==> src/rtl/vga_timing_pkg.sv <==
// rtl/vga_timing_pkg.sv - 640x480@60Hz timing constants shared by the sync generator and its users
package vga_timing_pkg;

  typedef logic [9:0] coord_t;

  localparam int VGA_DIV       = 2;
  localparam int VGA_H_DISPLAY = 640;
  localparam int VGA_H_FRONT   = 16;
  localparam int VGA_H_SYNC    = 96;
  localparam int VGA_H_BACK    = 48;
  localparam int VGA_V_DISPLAY = 480;
  localparam int VGA_V_FRONT   = 10;
  localparam int VGA_V_SYNC    = 2;
  localparam int VGA_V_BACK    = 33;
  localparam bit VGA_SYNC_POL  = 1'b0;

  localparam int VGA_H_TOTAL  = VGA_H_DISPLAY + VGA_H_FRONT + VGA_H_SYNC + VGA_H_BACK;
  localparam int VGA_V_TOTAL  = VGA_V_DISPLAY + VGA_V_FRONT + VGA_V_SYNC + VGA_V_BACK;
  localparam int VGA_HS_START = VGA_H_DISPLAY + VGA_H_FRONT;
  localparam int VGA_HS_END   = VGA_HS_START + VGA_H_SYNC;
  localparam int VGA_VS_START = VGA_V_DISPLAY + VGA_V_FRONT;
  localparam int VGA_VS_END   = VGA_VS_START + VGA_V_SYNC;

  // Counter width for a modulus; a modulus of 1 still needs one flop.
  function automatic int cnt_width(input int n);
    return (n > 1) ? $clog2(n) : 1;
  endfunction

endpackage

==> src/rtl/vga_sync_gen_if.sv <==
// rtl/vga_sync_gen_if.sv - pixel timing bundle from the sync generator to the VGA controller
interface vga_sync_gen_if;
  import vga_timing_pkg::*;

  logic   p_tick;
  coord_t pixel_x;
  coord_t pixel_y;
  logic   video_on;
  logic   hsync;
  logic   vsync;
  logic   frame_start;

  modport master (output p_tick, pixel_x, pixel_y, video_on, hsync, vsync, frame_start);
  modport slave  (input  p_tick, pixel_x, pixel_y, video_on, hsync, vsync, frame_start);

endinterface

==> src/rtl/vga_mod_counter.sv <==
// rtl/vga_mod_counter.sv - mod-N counter with enable; exposes its next value and a wrap strobe
module vga_mod_counter #(
  parameter int N = 2,
  parameter int W = 1
) (
  input  logic         clk,
  input  logic         reset,
  input  logic         en,
  output logic [W-1:0] count,
  output logic [W-1:0] count_next,
  output logic         wrap
);

  assign wrap = en && (count == W'(N - 1));

  always_comb begin
    count_next = count;
    if (wrap)
      count_next = '0;
    else if (en)
      count_next = count + W'(1);
  end

  always_ff @(posedge clk or negedge reset) begin
    if (!reset)
      count <= '0;
    else
      count <= count_next;
  end

endmodule

==> src/rtl/vga_sync_gen.sv <==
// rtl/vga_sync_gen.sv - pixel tick, h/v counters and registered sync/video_on decode
module vga_sync_gen
  import vga_timing_pkg::*;
#(
  parameter int DIV       = VGA_DIV,
  parameter int H_DISPLAY = VGA_H_DISPLAY,
  parameter int H_FRONT   = VGA_H_FRONT,
  parameter int H_SYNC    = VGA_H_SYNC,
  parameter int H_BACK    = VGA_H_BACK,
  parameter int V_DISPLAY = VGA_V_DISPLAY,
  parameter int V_FRONT   = VGA_V_FRONT,
  parameter int V_SYNC    = VGA_V_SYNC,
  parameter int V_BACK    = VGA_V_BACK,
  parameter bit SYNC_POL  = VGA_SYNC_POL
) (
  input  logic           clk,
  input  logic           reset,
  vga_sync_gen_if.master vga
);

  localparam int H_TOTAL  = H_DISPLAY + H_FRONT + H_SYNC + H_BACK;
  localparam int V_TOTAL  = V_DISPLAY + V_FRONT + V_SYNC + V_BACK;
  localparam int HS_START = H_DISPLAY + H_FRONT;
  localparam int HS_END   = HS_START + H_SYNC;
  localparam int VS_START = V_DISPLAY + V_FRONT;
  localparam int VS_END   = VS_START + V_SYNC;
  localparam int DW       = cnt_width(DIV);

  if (H_TOTAL > 1024 || V_TOTAL > 1024 || DIV < 1) begin : g_param_check
    $error("vga_sync_gen: H_TOTAL and V_TOTAL must be <= 1024 and DIV >= 1");
  end

  logic [DW-1:0] div_count, div_next;
  logic          div_wrap;
  coord_t        h_count, h_next, v_count, v_next;
  logic          h_wrap, v_wrap;
  logic          p_tick_q, video_on_q, hsync_q, vsync_q, frame_start_q;
  logic          hs_active, vs_active, video_d;
  logic          unused_div;

  vga_mod_counter #(.N(DIV), .W(DW)) u_div (
    .clk(clk), .reset(reset), .en(1'b1),
    .count(div_count), .count_next(div_next), .wrap(div_wrap)
  );

  vga_mod_counter #(.N(H_TOTAL), .W(10)) u_h (
    .clk(clk), .reset(reset), .en(p_tick_q),
    .count(h_count), .count_next(h_next), .wrap(h_wrap)
  );

  vga_mod_counter #(.N(V_TOTAL), .W(10)) u_v (
    .clk(clk), .reset(reset), .en(h_wrap),
    .count(v_count), .count_next(v_next), .wrap(v_wrap)
  );

  assign unused_div = ^{div_count, div_wrap};

  // Decode from the next counter values so syncs flip on the same edge as the coordinates.
  assign hs_active = (int'(h_next) >= HS_START) && (int'(h_next) < HS_END);
  assign vs_active = (int'(v_next) >= VS_START) && (int'(v_next) < VS_END);
  assign video_d   = (int'(h_next) < H_DISPLAY) && (int'(v_next) < V_DISPLAY);

  always_ff @(posedge clk or negedge reset) begin
    if (!reset) begin
      p_tick_q      <= 1'b0;
      video_on_q    <= 1'b1;
      hsync_q       <= ~SYNC_POL;
      vsync_q       <= ~SYNC_POL;
      frame_start_q <= 1'b0;
    end else begin
      p_tick_q      <= (div_next == DW'(DIV - 1));
      video_on_q    <= video_d;
      hsync_q       <= hs_active ? SYNC_POL : ~SYNC_POL;
      vsync_q       <= vs_active ? SYNC_POL : ~SYNC_POL;
      frame_start_q <= h_wrap && v_wrap;
    end
  end

  assign vga.p_tick      = p_tick_q;
  assign vga.pixel_x     = h_count;
  assign vga.pixel_y     = v_count;
  assign vga.video_on    = video_on_q;
  assign vga.hsync       = hsync_q;
  assign vga.vsync       = vsync_q;
  assign vga.frame_start = frame_start_q;

endmodule

==> src/flat_wrapper.sv <==
// flat-port wrapper written by rule: the top's interface ports become plain ports
module vga_sync_gen_flat import vga_timing_pkg::*;
#(
  parameter int DIV       = VGA_DIV,
  parameter int H_DISPLAY = VGA_H_DISPLAY,
  parameter int H_FRONT   = VGA_H_FRONT,
  parameter int H_SYNC    = VGA_H_SYNC,
  parameter int H_BACK    = VGA_H_BACK,
  parameter int V_DISPLAY = VGA_V_DISPLAY,
  parameter int V_FRONT   = VGA_V_FRONT,
  parameter int V_SYNC    = VGA_V_SYNC,
  parameter int V_BACK    = VGA_V_BACK,
  parameter bit SYNC_POL  = VGA_SYNC_POL
)
  (clk, reset, vga_p_tick, vga_pixel_x, vga_pixel_y, vga_video_on, vga_hsync, vga_vsync, vga_frame_start);
  vga_sync_gen_if vga_i ();
  input  logic clk;
  input  logic reset;
  output wire logic [$bits(vga_i.p_tick)-1:0] vga_p_tick;
  output wire logic [$bits(vga_i.pixel_x)-1:0] vga_pixel_x;
  output wire logic [$bits(vga_i.pixel_y)-1:0] vga_pixel_y;
  output wire logic [$bits(vga_i.video_on)-1:0] vga_video_on;
  output wire logic [$bits(vga_i.hsync)-1:0] vga_hsync;
  output wire logic [$bits(vga_i.vsync)-1:0] vga_vsync;
  output wire logic [$bits(vga_i.frame_start)-1:0] vga_frame_start;
  assign vga_p_tick = vga_i.p_tick;
  assign vga_pixel_x = vga_i.pixel_x;
  assign vga_pixel_y = vga_i.pixel_y;
  assign vga_video_on = vga_i.video_on;
  assign vga_hsync = vga_i.hsync;
  assign vga_vsync = vga_i.vsync;
  assign vga_frame_start = vga_i.frame_start;
  vga_sync_gen #(.DIV(DIV), .H_DISPLAY(H_DISPLAY), .H_FRONT(H_FRONT), .H_SYNC(H_SYNC), .H_BACK(H_BACK), .V_DISPLAY(V_DISPLAY), .V_FRONT(V_FRONT), .V_SYNC(V_SYNC), .V_BACK(V_BACK), .SYNC_POL(SYNC_POL)) u_core (.clk(clk), .reset(reset), .vga(vga_i));
endmodule
==> config.mk <==
export PLATFORM = sky130hd
export DESIGN_NAME = vga_sync_gen_flat
export DESIGN_NICKNAME = d
export VERILOG_FILES = /design/src/rtl/vga_timing_pkg.sv /design/src/rtl/vga_sync_gen_if.sv /design/src/rtl/vga_mod_counter.sv /design/src/rtl/vga_sync_gen.sv /design/src/flat_wrapper.sv
export SDC_FILE = /design/constraint.sdc
export NUM_CORES = 1
export LEC_CHECK = 0
export CORE_UTILIZATION = 50
export DETAILED_ROUTE_END_ITERATION = 8
export MAX_ROUTING_LAYER = met4
export PLACE_DENSITY = 0.75
export SKIP_CTS_REPAIR_TIMING = 1
export SLEW_MARGIN = 0
export SYNTH_ARGS = -nofsm -noshare
export SYNTH_HDL_FRONTEND = slang
export SYNTH_HIERARCHICAL = 1
export SYNTH_SLANG_ARGS = --single-unit
==> constraint.sdc <==
create_clock -name clk -period 5.6 [get_ports clk]
set_input_delay 1.12 -clock clk [delete_from_list [all_inputs] [get_ports clk]]
set_output_delay 1.12 -clock clk [all_outputs]
set_load 0.05 [all_outputs]
==> results of run 1 <==
worst max-delay path, cell delays in order, from the launching register on:
cell and delay, ns:
dfrtp_1 0.51, and4_2 0.30, and4_1 0.53, nand4_1 0.16, nor4bb_1 0.90, nor2_1 0.17, nor4bb_1 0.32, nand3b_1 0.10
cell families (layout without fill, tap and decap cells):
| group | Yosys count | in the layout |
|---|---|---|
| fa+ha+maj | 4 | 4 |
| compound gates | 10 | 10 |
| simple gates | 51 | 51 |
| mux | 2 | 2 |
| buf+inv | 6 | 32 |
| flops | 26 | 26 |
| other cells | 1 | 1 |
| xor+xnor | 14 | 14 |
layer usage:
layer	up-vias	track usage, %	share of wire [%]
met3	2	3.48	3.4
li1	462	-	-
met4	0	7.89	1.0
met5	-	-	0
met2	24	33.3	48
met1	463	25.5	47
power groups by stage:
stage          registers, mW  logic [mW]  clock network, mW
3_3_place_gp           0.269       0.225                  0
2_1_floorplan          0.350      0.0730                  0
4_1_cts                0.267       0.228              0.130
3_5_place_dp           0.270       0.227                  0
5_1_grt                0.276       0.238              0.137
6_report               0.266       0.225              0.126
worst max-delay path by stage:
stage / start / endpoint / slack (ns) / cells past startpoint
floorplan: u_core/vga.p_tick / u_core/vga.vsync / 3.00 / 11
global placement: u_core/vga.p_tick / u_core/vga.vsync / 2.77 / 7
detailed placement: u_core/vga.p_tick / u_core/vga.vsync / 2.57 / 7
CTS: u_core/vga.p_tick / u_core/vga.vsync / 2.57 / 7
global route: u_core/vga.p_tick / u_core/vga.vsync / 2.25 / 7
finish: u_core/vga.p_tick / u_core/vga.vsync / 2.56 / 7
cell usage after synthesis, types with 2 or more instances:
| master | number | area, um2 |
|---|---|---|
| nand2_1 | 7 | 26.3 |
| buf_2 | 3 | 15.0 |
| nand3_1 | 3 | 15.0 |
| and3_1 | 2 | 12.5 |
| ha_1 | 4 | 50.1 |
| and4_1 | 2 | 17.5 |
| mux2i_1 | 2 | 20.0 |
| nand4_1 | 8 | 50.1 |
| a21oi_2 | 2 | 17.5 |
| dfstp_2 | 3 | 78.8 |
| xor2_1 | 8 | 70.1 |
| xnor2_1 | 6 | 52.6 |
| a21oi_1 | 2 | 10.0 |
| o31ai_1 | 2 | 15.0 |
| nor4bb_1 | 2 | 20.0 |
| dfrtp_1 | 23 | 576 |
| nand4_2 | 2 | 25.0 |
| inv_1 | 2 | 7.51 |
| nor2_1 | 11 | 41.3 |
| or4_4 | 2 | 22.5 |
| nor3_1 | 2 | 10.0 |
flip-flops by register name (all words and copies together), names as in the netlist:
register and count:
u_core/u_v/count 10, u_core/u_h/count 10, u_core/vga.video_on 1, u_core/vga.p_tick 1, u_core/u_div/count 1, u_core/vga.vsync 1
u_core/vga.frame_start 1, u_core/vga.hsync 1
area by class of cell:
type / instances / area [um2] / area share (%)
sequential: 26 / 654 / 41.1
multi-input combinational: 82 / 584 / 36.7
timing repair buffer: 26 / 260 / 16.3
tap: 28 / 35.0 / 2.20
clock inverter: 1 / 30.0 / 1.88
clock buffer: 3 / 22.5 / 1.41
inverter: 2 / 7.51 / 0.471
stage by stage:
step | total power [mW] | setup WS [ns]
finish | 0.617 | 2.56
global route | 0.650 | 2.25
CTS | 0.624 | 2.57
global placement | 0.494 | 2.77
detailed placement | 0.497 | 2.57
floorplan | 0.423 | 3.00
==> flow_summary.json, run 1 <==
{
  "endpoint_kind": "register",
  "min_period_ns": 3.04,
  "wl_per_cell_um": 14.2,
  "arrival_ns": 3.30,
  "status": "finished, final reports clean",
  "htreeDepth": 1,
  "drt-total-wl_um": 2390,
  "p_int_uw": 372,
  "layout_common_cells": "clkdlybuf4s50_1, dfrtp_1, nor2_1",
  "fp.dieW_um": 52.4,
  "fill_cells": 190,
  "cp_max_fo": 14,
  "grt_pass1_wl_um": 3970,
  "clock_sinks": 26,
  "yosys.area_share.adder_pct": 3.94,
  "clkTransAtPathRegs_ns": 0.14,
  "sw_frac_of_total_pct": 39.8,
  "holdPathEnd": "u_core/u_v/count[8]",
  "synth_top_family_by_area": "simple AND/OR/NAND/NOR gates",
  "dpl_cell_area_um2": 1540,
  "ys_seq_area_share_pct": 51.6,
  "vias": 951,
  "skew_ns": 0.0139,
  "start_util_pct": 55.2,
  "power_frac_clock_pct": 20.4,
  "drc_errors": 0,
  "layout_commonest_cell": "clkdlybuf4s50_1",
  "hold_class": "register to register",
  "cp.required_ns": 5.86,
  "worstSetupPathType": "register to register",
  "synth_simple_gate_area_share_pct": 25.0,
  "r2r_start": "u_core/vga.p_tick",
  "dieArea_um2": 2740,
  "hold_viol_final": 0,
  "p_per_area_nw_per_um2": 387,
  "design_area_um2": 1590,
  "timing.fmax_ghz": 0.329,
  "fin_nets": 147,
  "grt_pass1_vias": 881,
  "peakVddDrop_mv": 0.392,
  "power_frac_seq_pct": 43.2,
  "final_util_pct": 69.4,
  "synth-edff-count": 0,
  "clockBufferDepth": 2,
  "r2r-end": "u_core/vga.vsync",
  "core.rowCount": 17,
  "antenna_left": 0,
  "layout-drive-gt1-share_pct": 10.7,
  "setup_viol": 0,
  "dp_hpwl_um": 1760,
  "numCtsBuffers": 3,
  "grt_overflow": 0,
  "synth-compound-area-share_pct": 5.62,
  "dr.pass1.iters": 4,
  "insertion_delay_ns": 0.32,
  "fin_crit_sh_pct": 54.3,
  "grt_start_max_net_pins": 27,
  "muxShareOfSynthArea_pct": 1.58,
  "io_buffers": 26,
  "avgSynthCellArea_um2": 11.1,
  "gp_congestion": 0.870,
  "p_leak_nw": 0.701,
  "cts_tree": "built",
  "ys_types": 37,
  "synth_cells": 114,
  "worst_slew_pin_slew_ns": 1.09,
  "synthXorXnorAreaFrac_pct": 9.66,
  "die_y_um": 52.4,
  "syn_to_final_growth_pct": 25.6,
  "io_pins": 27,
  "antenna_found_initial": 0,
  "ys_ff_latch": 26,
  "antenna_cells": 0,
  "root_buffer": "clkbuf_4",
  "async_reset_ff_share_pct": 100,
  "pwr-share-comb_pct": 36.5,
  "r2r_cells": 7,
  "drv_slew": 0,
  "p_switching_uw": 246,
  "hold_path_depth": 1,
  "r2r_slack_ns": 2.56,
  "drt_iter0_markers": 8,
  "worstHoldStart": "u_core/u_v/count[8]",
  "yosysWarnings": 6,
  "rsz0062_at_grt": "no",
  "yosys_most_used_dff": "dfrtp_1",
  "whs_ns": 0.548,
  "track_usage_pct": 20.5,
  "cap_viol_max_count": 0,
  "core_um2": 2300,
  "slew_headroom_pct": 27.0,
  "synth_fp_nets": 120,
  "setup_tns_ns": 0,
  "syn_area_um2": 1270,
  "place_inst": 164,
  "stdcell_count": 168,
  "worstSetupStartpointType": "register",
  "viasPerCell": 5.66
}
(Power assumes the default switching activity.)
==> inputs of run 2 (changes only) <==
--- a/config.mk
+++ b/config.mk
@@ -5,10 +5,10 @@
 export SDC_FILE = /design/constraint.sdc
 export NUM_CORES = 1
 export LEC_CHECK = 0
-export CORE_UTILIZATION = 50
+export CORE_UTILIZATION = 45
 export DETAILED_ROUTE_END_ITERATION = 8
 export MAX_ROUTING_LAYER = met4
-export PLACE_DENSITY = 0.75
+export PLACE_DENSITY = 0.71
 export SKIP_CTS_REPAIR_TIMING = 1
 export SLEW_MARGIN = 0
 export SYNTH_ARGS = -nofsm -noshare
==> constraint.sdc (replaced) <==
create_clock -name clk -period 2.6 [get_ports clk]
set_input_delay 0.52 -clock clk [delete_from_list [all_inputs] [get_ports clk]]
set_output_delay 0.52 -clock clk [all_outputs]
set_load 0.05 [all_outputs]
==> flow_summary.json, run 2 (synthesis results as in run 1) <==
{
  "grt_start_max_net_pins": 27,
  "cap_viol_max_count": 0,
  "insertion_delay_ns": 0.32,
  "r2r_cells": 7,
  "drt-total-wl_um": 2540,
  "clock_sinks": 26,
  "endpoint_kind": "register",
  "dr.pass1.iters": 4,
  "grt_pass1_vias": 889,
  "stdcell_count": 174,
  "io_buffers": 26,
  "p_leak_nw": 0.721,
  "place_inst": 170,
  "drc_errors": 0,
  "p_per_area_nw_per_um2": 824,
  "cp.required_ns": 2.88,
  "layout_commonest_cell": "clkdlybuf4s50_1",
  "layout_common_cells": "clkdlybuf4s50_1, dfrtp_1, nor2_1",
  "timing.fmax_ghz": 0.442,
  "whs_ns": 0.536,
  "gp_congestion": 0.824,
  "vias": 980,
  "antenna_left": 0,
  "fin_nets": 151,
  "drv_slew": 0,
  "antenna_found_initial": 0,
  "start_util_pct": 49.4,
  "syn_to_final_growth_pct": 28.3,
  "clkTransAtPathRegs_ns": 0.14,
  "top_regs": "u_core/u_h/count: 10 flops, u_core/u_v/count: 10 flops",
  "layout-drive-gt1-share_pct": 13.9,
  "cp_max_fo": 13,
  "setup_viol": 0,
  "core_um2": 2570,
  "viasPerCell": 5.63,
  "dp_hpwl_um": 1830,
  "max_stage_delay_ns": 0.51,
  "peakVddDrop_mv": 0.792,
  "worstSetupStartpointType": "register",
  "critPathSlowestCell": "or4_4",
  "root_buffer": "clkbuf_4",
  "skew_ns": 0.00860,
  "arrival_ns": 2.54,
  "fin_crit_sh_pct": 87.0,
  "grt_overflow": 0,
  "hold_viol_final": 0,
  "status": "finished, final reports clean",
  "worst_slew_pin_slew_ns": 0.508,
  "htreeDepth": 1,
  "grt_pass1_wl_um": 4060,
  "cts_tree": "built",
  "final_util_pct": 63.4,
  "rsz0062_at_grt": "no",
  "setup_tns_ns": 0,
  "fp.dieW_um": 55.1,
  "antenna_cells": 0,
  "min_period_ns": 2.26,
  "io_pins": 27,
  "numCtsBuffers": 3,
  "slew_headroom_pct": 66.0,
  "die_y_um": 55.1,
  "drt_iter0_markers": 8,
  "hold_class": "input port to asynchronous set/reset pin",
  "r2r_slack_ns": 0.34,
  "track_usage_pct": 20.2,
  "core.rowCount": 18,
  "clockBufferDepth": 2,
  "wl_per_cell_um": 14.6,
  "worstSetupPathType": "register to register",
  "dieArea_um2": 3040,
  "worstPathCellList": "nor3b_1, and4_1, buf_4, nand4_1, or4_4, a21oi_2, nand3b_1"
}
## run 2: per-layer routing
| layer | track usage (%) | wire length, um |
|---|---|---|
| met1 | 25.9 | 1180 |
| met2 | 30.7 | 1190 |
| met3 | 3.01 | 102 |
| met4 | 11.3 | 65 |
| met5 | - | 0 |
## run 2: path summary, 6_finish.rpt
kind | start | end
max | u_core/u_h/count[5] | u_core/vga.vsync
min | reset | u_core/u_v/count[0]
max reg2reg | u_core/u_h/count[5] | u_core/vga.vsync
min reg2reg | u_core/u_v/count[8] | u_core/u_v/count[8]
max in group asynchronous | reset | u_core/vga.hsync
min in group clk | u_core/u_v/count[8] | u_core/u_v/count[8]
## run 2: through the flow
step | cell area (um2) | power (mW) | setup WS (ns)
after global routing | 1630 | 1.41 | 0.181
after detailed placement | 1580 | 1.07 | 0.384
after CTS | 1630 | 1.35 | 0.337
after floorplan | 1270 | 0.913 | 0.0526
after global placement | 1580 | 1.07 | 0.377
final | 1630 | 1.34 | 0.338
## run 2: cell type report
type	count	area, um2
fill	215	940
sequential	26	656
multi-input combinational	82	584
timing repair buffer	30	290
tap	30	37.5
clock inverter	1	30.0
clock buffer	3	22.5
inverter	2	7.51
## run 2: power by group
| group | leakage, nW | internal, mW | switching [mW] | total (mW) |
|---|---|---|---|---|
| combinational | 0.358 | 0.174 | 0.315 | 0.489 |
| clock | 0.0279 | 0.156 | 0.120 | 0.276 |
| sequential | 0.336 | 0.473 | 0.103 | 0.577 |
| total | 0.721 | 0.803 | 0.538 | 1.34 |
## run 2: worst max-delay path, delay by kind of cell (launching register included)
family	cells	cell delay (ns)
buffers and inverters	1	0.21
and+or+nand+nor	5	1.33
AOI/OAI and AO/OA	1	0.19
DFF	1	0.48
==> inputs of run 3 (changes only) <==
--- a/config.mk
+++ b/config.mk
@@ -5,13 +5,11 @@
 export SDC_FILE = /design/constraint.sdc
 export NUM_CORES = 1
 export LEC_CHECK = 0
-export CORE_UTILIZATION = 45
+export CORE_UTILIZATION = 46
 export DETAILED_ROUTE_END_ITERATION = 8
 export MAX_ROUTING_LAYER = met4
 export PLACE_DENSITY = 0.71
-export SKIP_CTS_REPAIR_TIMING = 1
 export SLEW_MARGIN = 0
 export SYNTH_ARGS = -nofsm -noshare
 export SYNTH_HDL_FRONTEND = slang
-export SYNTH_HIERARCHICAL = 1
 export SYNTH_SLANG_ARGS = --single-unit
==> flow_summary.json, run 3 <==
{
  "critPathSlowestCell": "clkdlybuf4s50_1",
  "yosys-top-cells-area": "dfrtp_1, dfstp_2, nand4_1",
  "antenna_cells": 0,
  "clock_sinks": 25,
  "core_um2": 2810,
  "io_buffers": 26,
  "dp_hpwl_um": 2110,
  "layout_common_cells": "clkdlybuf4s50_1, dfrtp_1, nand2_1",
  "fill_cells": 239,
  "antenna_left": 0,
  "r2r-end": "u_core.vga.video_on",
  "regArea_um2": 629,
  "synth_top_cell_area_share_pct": 39.9,
  "yosys_most_used_dff": "dfrtp_1",
  "slew_headroom_pct": 56.4,
  "cp_max_fo": 8,
  "p_per_area_nw_per_um2": 344,
  "insertion_delay_ns": 0.33,
  "synth_commonest_cells": "dfrtp_1, nand2_1, nand4_1",
  "fp.dieW_um": 56.8,
  "synthXorXnorAreaFrac_pct": 6.97,
  "core.rowCount": 19,
  "ys_ff_latch": 25,
  "top_regs": "u_core.u_h.count: 10 flops, u_core.u_v.count: 10 flops",
  "wl_per_cell_um": 14.6,
  "worstSetupPathType": "register to primary output",
  "max_stage_delay_ns": 0.87,
  "numCtsBuffers": 3,
  "synth_top_family_by_area": "simple AND/OR/NAND/NOR gates",
  "worstSetupStartpointType": "register",
  "worstPathCellList": "clkdlybuf4s50_1",
  "dr.pass1.iters": 6,
  "r2r_slack_ns": 0.48,
  "grt_overflow": 0,
  "synth-compound-area-share_pct": 11.1,
  "cts_resized": 0,
  "grt_pass1_wl_um": 4700,
  "fin_crit_sh_pct": 85.9,
  "min_period_ns": 2.23,
  "drt_iter0_markers": 36,
  "r2r_start": "u_core.u_h.count[0]",
  "synth_fp_nets": 137,
  "clockBufferDepth": 2,
  "drt-total-wl_um": 2790,
  "critPathTopFamily": "buffers and inverters",
  "cap_viol_max_count": 0,
  "yosysWarnings": 0,
  "io_pins": 27,
  "layout-drive-gt1-share_pct": 15.0,
  "hold_class": "input port to asynchronous set/reset pin",
  "die_y_um": 56.8,
  "arrival_ns": 1.71,
  "p_leak_nw": 0.734,
  "htreeDepth": 1,
  "setup_viol": 0,
  "drv_slew": 0,
  "yosys.area_share.adder_pct": 2.72,
  "worst_slew_pin_slew_ns": 0.652,
  "status": "finished, violations left",
  "timing.fmax_ghz": 0.448,
  "cts_tree": "built",
  "syn_to_final_growth_pct": 22.2,
  "dieArea_um2": 3230,
  "violations": "DRC",
  "synth_top_cell_by_area": "dfrtp_1",
  "root_buffer": "clkbuf_4",
  "endpoint_kind": "primary output",
  "avgSynthCellArea_um2": 10.5,
  "start_util_pct": 49.2,
  "r2r_cells": 7,
  "fin_nets": 166,
  "antenna_found_initial": 0,
  "multi_input_area_um2": 687,
  "layout_commonest_cell": "clkdlybuf4s50_1",
  "peakVddDrop_mv": 0.252,
  "power_uw": 580,
  "worst-path-buf-inv": 1,
  "rsz0062_at_grt": "no",
  "synth_simple_gate_area_share_pct": 28.3,
  "gp_congestion": 0.844,
  "hold_viol_final": 0,
  "ys_seq_area_share_pct": 45.6,
  "drc_errors": 5,
  "ctsHoldBuffers": 0,
  "post-cts-setup-buffer-count": 0,
  "grt_pass1_vias": 1006,
  "ys_types": 47,
  "clkTransAtPathRegs_ns": 0.14,
  "track_usage_pct": 19.5,
  "grt_start_max_net_pins": 16,
  "synth-edff-count": 0,
  "cp.required_ns": 2.08,
  "syn_area_um2": 1380,
  "final_util_pct": 60.2,
  "async_reset_ff_share_pct": 100,
  "synth_cells": 132,
  "synth_most_common_cell": "dfrtp_1",
  "vias": 1079,
  "muxShareOfSynthArea_pct": 0.725,
  "skew_ns": 0.00454,
  "setup_tns_ns": 0,
  "viasPerCell": 5.65
}
==> run 3: cell types whose count changed in the layout (fill, tap and decap cells not counted), sizes merged, moves of 2 or more <==
cell / before / now
nor4bb: 2 / 0
xor2: 8 / 6
nor2: 11 / 8
o21ai: 1 / 6
nand4b: 0 / 2
nor3: 2 / 5
or2: 0 / 3
nand2: 7 / 12
inv: 2 / 6
a31oi: 0 / 2
==> run 3: cell type report <==
cell class | count | share of cell area (%)
tap | 31 | 2.30
multi-input combinational | 96 | 40.7
timing repair buffer | 29 | 16.8
inverter | 6 | 1.33
clock buffer | 3 | 1.33
clock inverter | 1 | 0.297
sequential | 25 | 37.3
==> run 3: where the power goes <==
part,leakage (nW),switching [mW],total [mW],internal [mW]
Sequential,0.325,0,0.389,0.389
Combinational,0.392,0.00736,0.00965,0.00229
Clock,0.0177,0.124,0.182,0.0580
Total,0.734,0.131,0.580,0.449
==> run 3: cells by family after synthesis <==
group / Yosys count
simple gates: 61
flops: 25
compound gates: 20
xor+xnor: 11
buf+inv: 11
fa+ha+maj: 3
mux: 1
==> run 3: worst max path at each step <==
stage | start | end | slack (ns) | cells past startpoint
3_3_place_gp | u_core.u_h.count[0] | u_core.vga.video_on | 0.62 | 7
4_1_cts | u_core.u_v.count[6] | vga_pixel_y[6] | 0.35 | 1
6_report | u_core.u_v.count[6] | vga_pixel_y[6] | 0.37 | 1
3_5_place_dp | u_core.u_h.count[0] | u_core.vga.video_on | 0.53 | 7
2_1_floorplan | u_core.u_h.count[0] | u_core.vga.vsync | 0.47 | 7
5_1_grt | u_core.u_v.count[6] | vga_pixel_y[6] | 0.30 | 1
==> run 3: routing by layer <==
layer | track usage, % | up-vias | wire [um]
li1 | - | 537 | -
met1 | 27.9 | 510 | 1370
met2 | 28.1 | 27 | 1250
met3 | 2.76 | 5 | 114
met4 | 7.32 | 0 | 48
met5 | - | - | 0
==> run 3: metrics by stage <==
| stage | area (um2) | instances | setup WS, ns | hold WS (ns) |
|---|---|---|---|---|
| after floorplan | 1380 | 132 | 0.475 | 0.224 |
| after global placement | 1660 | 187 | 0.619 | 0.542 |
| after detailed placement | 1660 | 187 | 0.528 | 0.568 |
| after CTS | 1690 | 191 | 0.346 | 0.593 |
| after global routing | 1690 | 191 | 0.302 | 0.626 |
| final | 1690 | 191 | 0.367 | 0.566 |
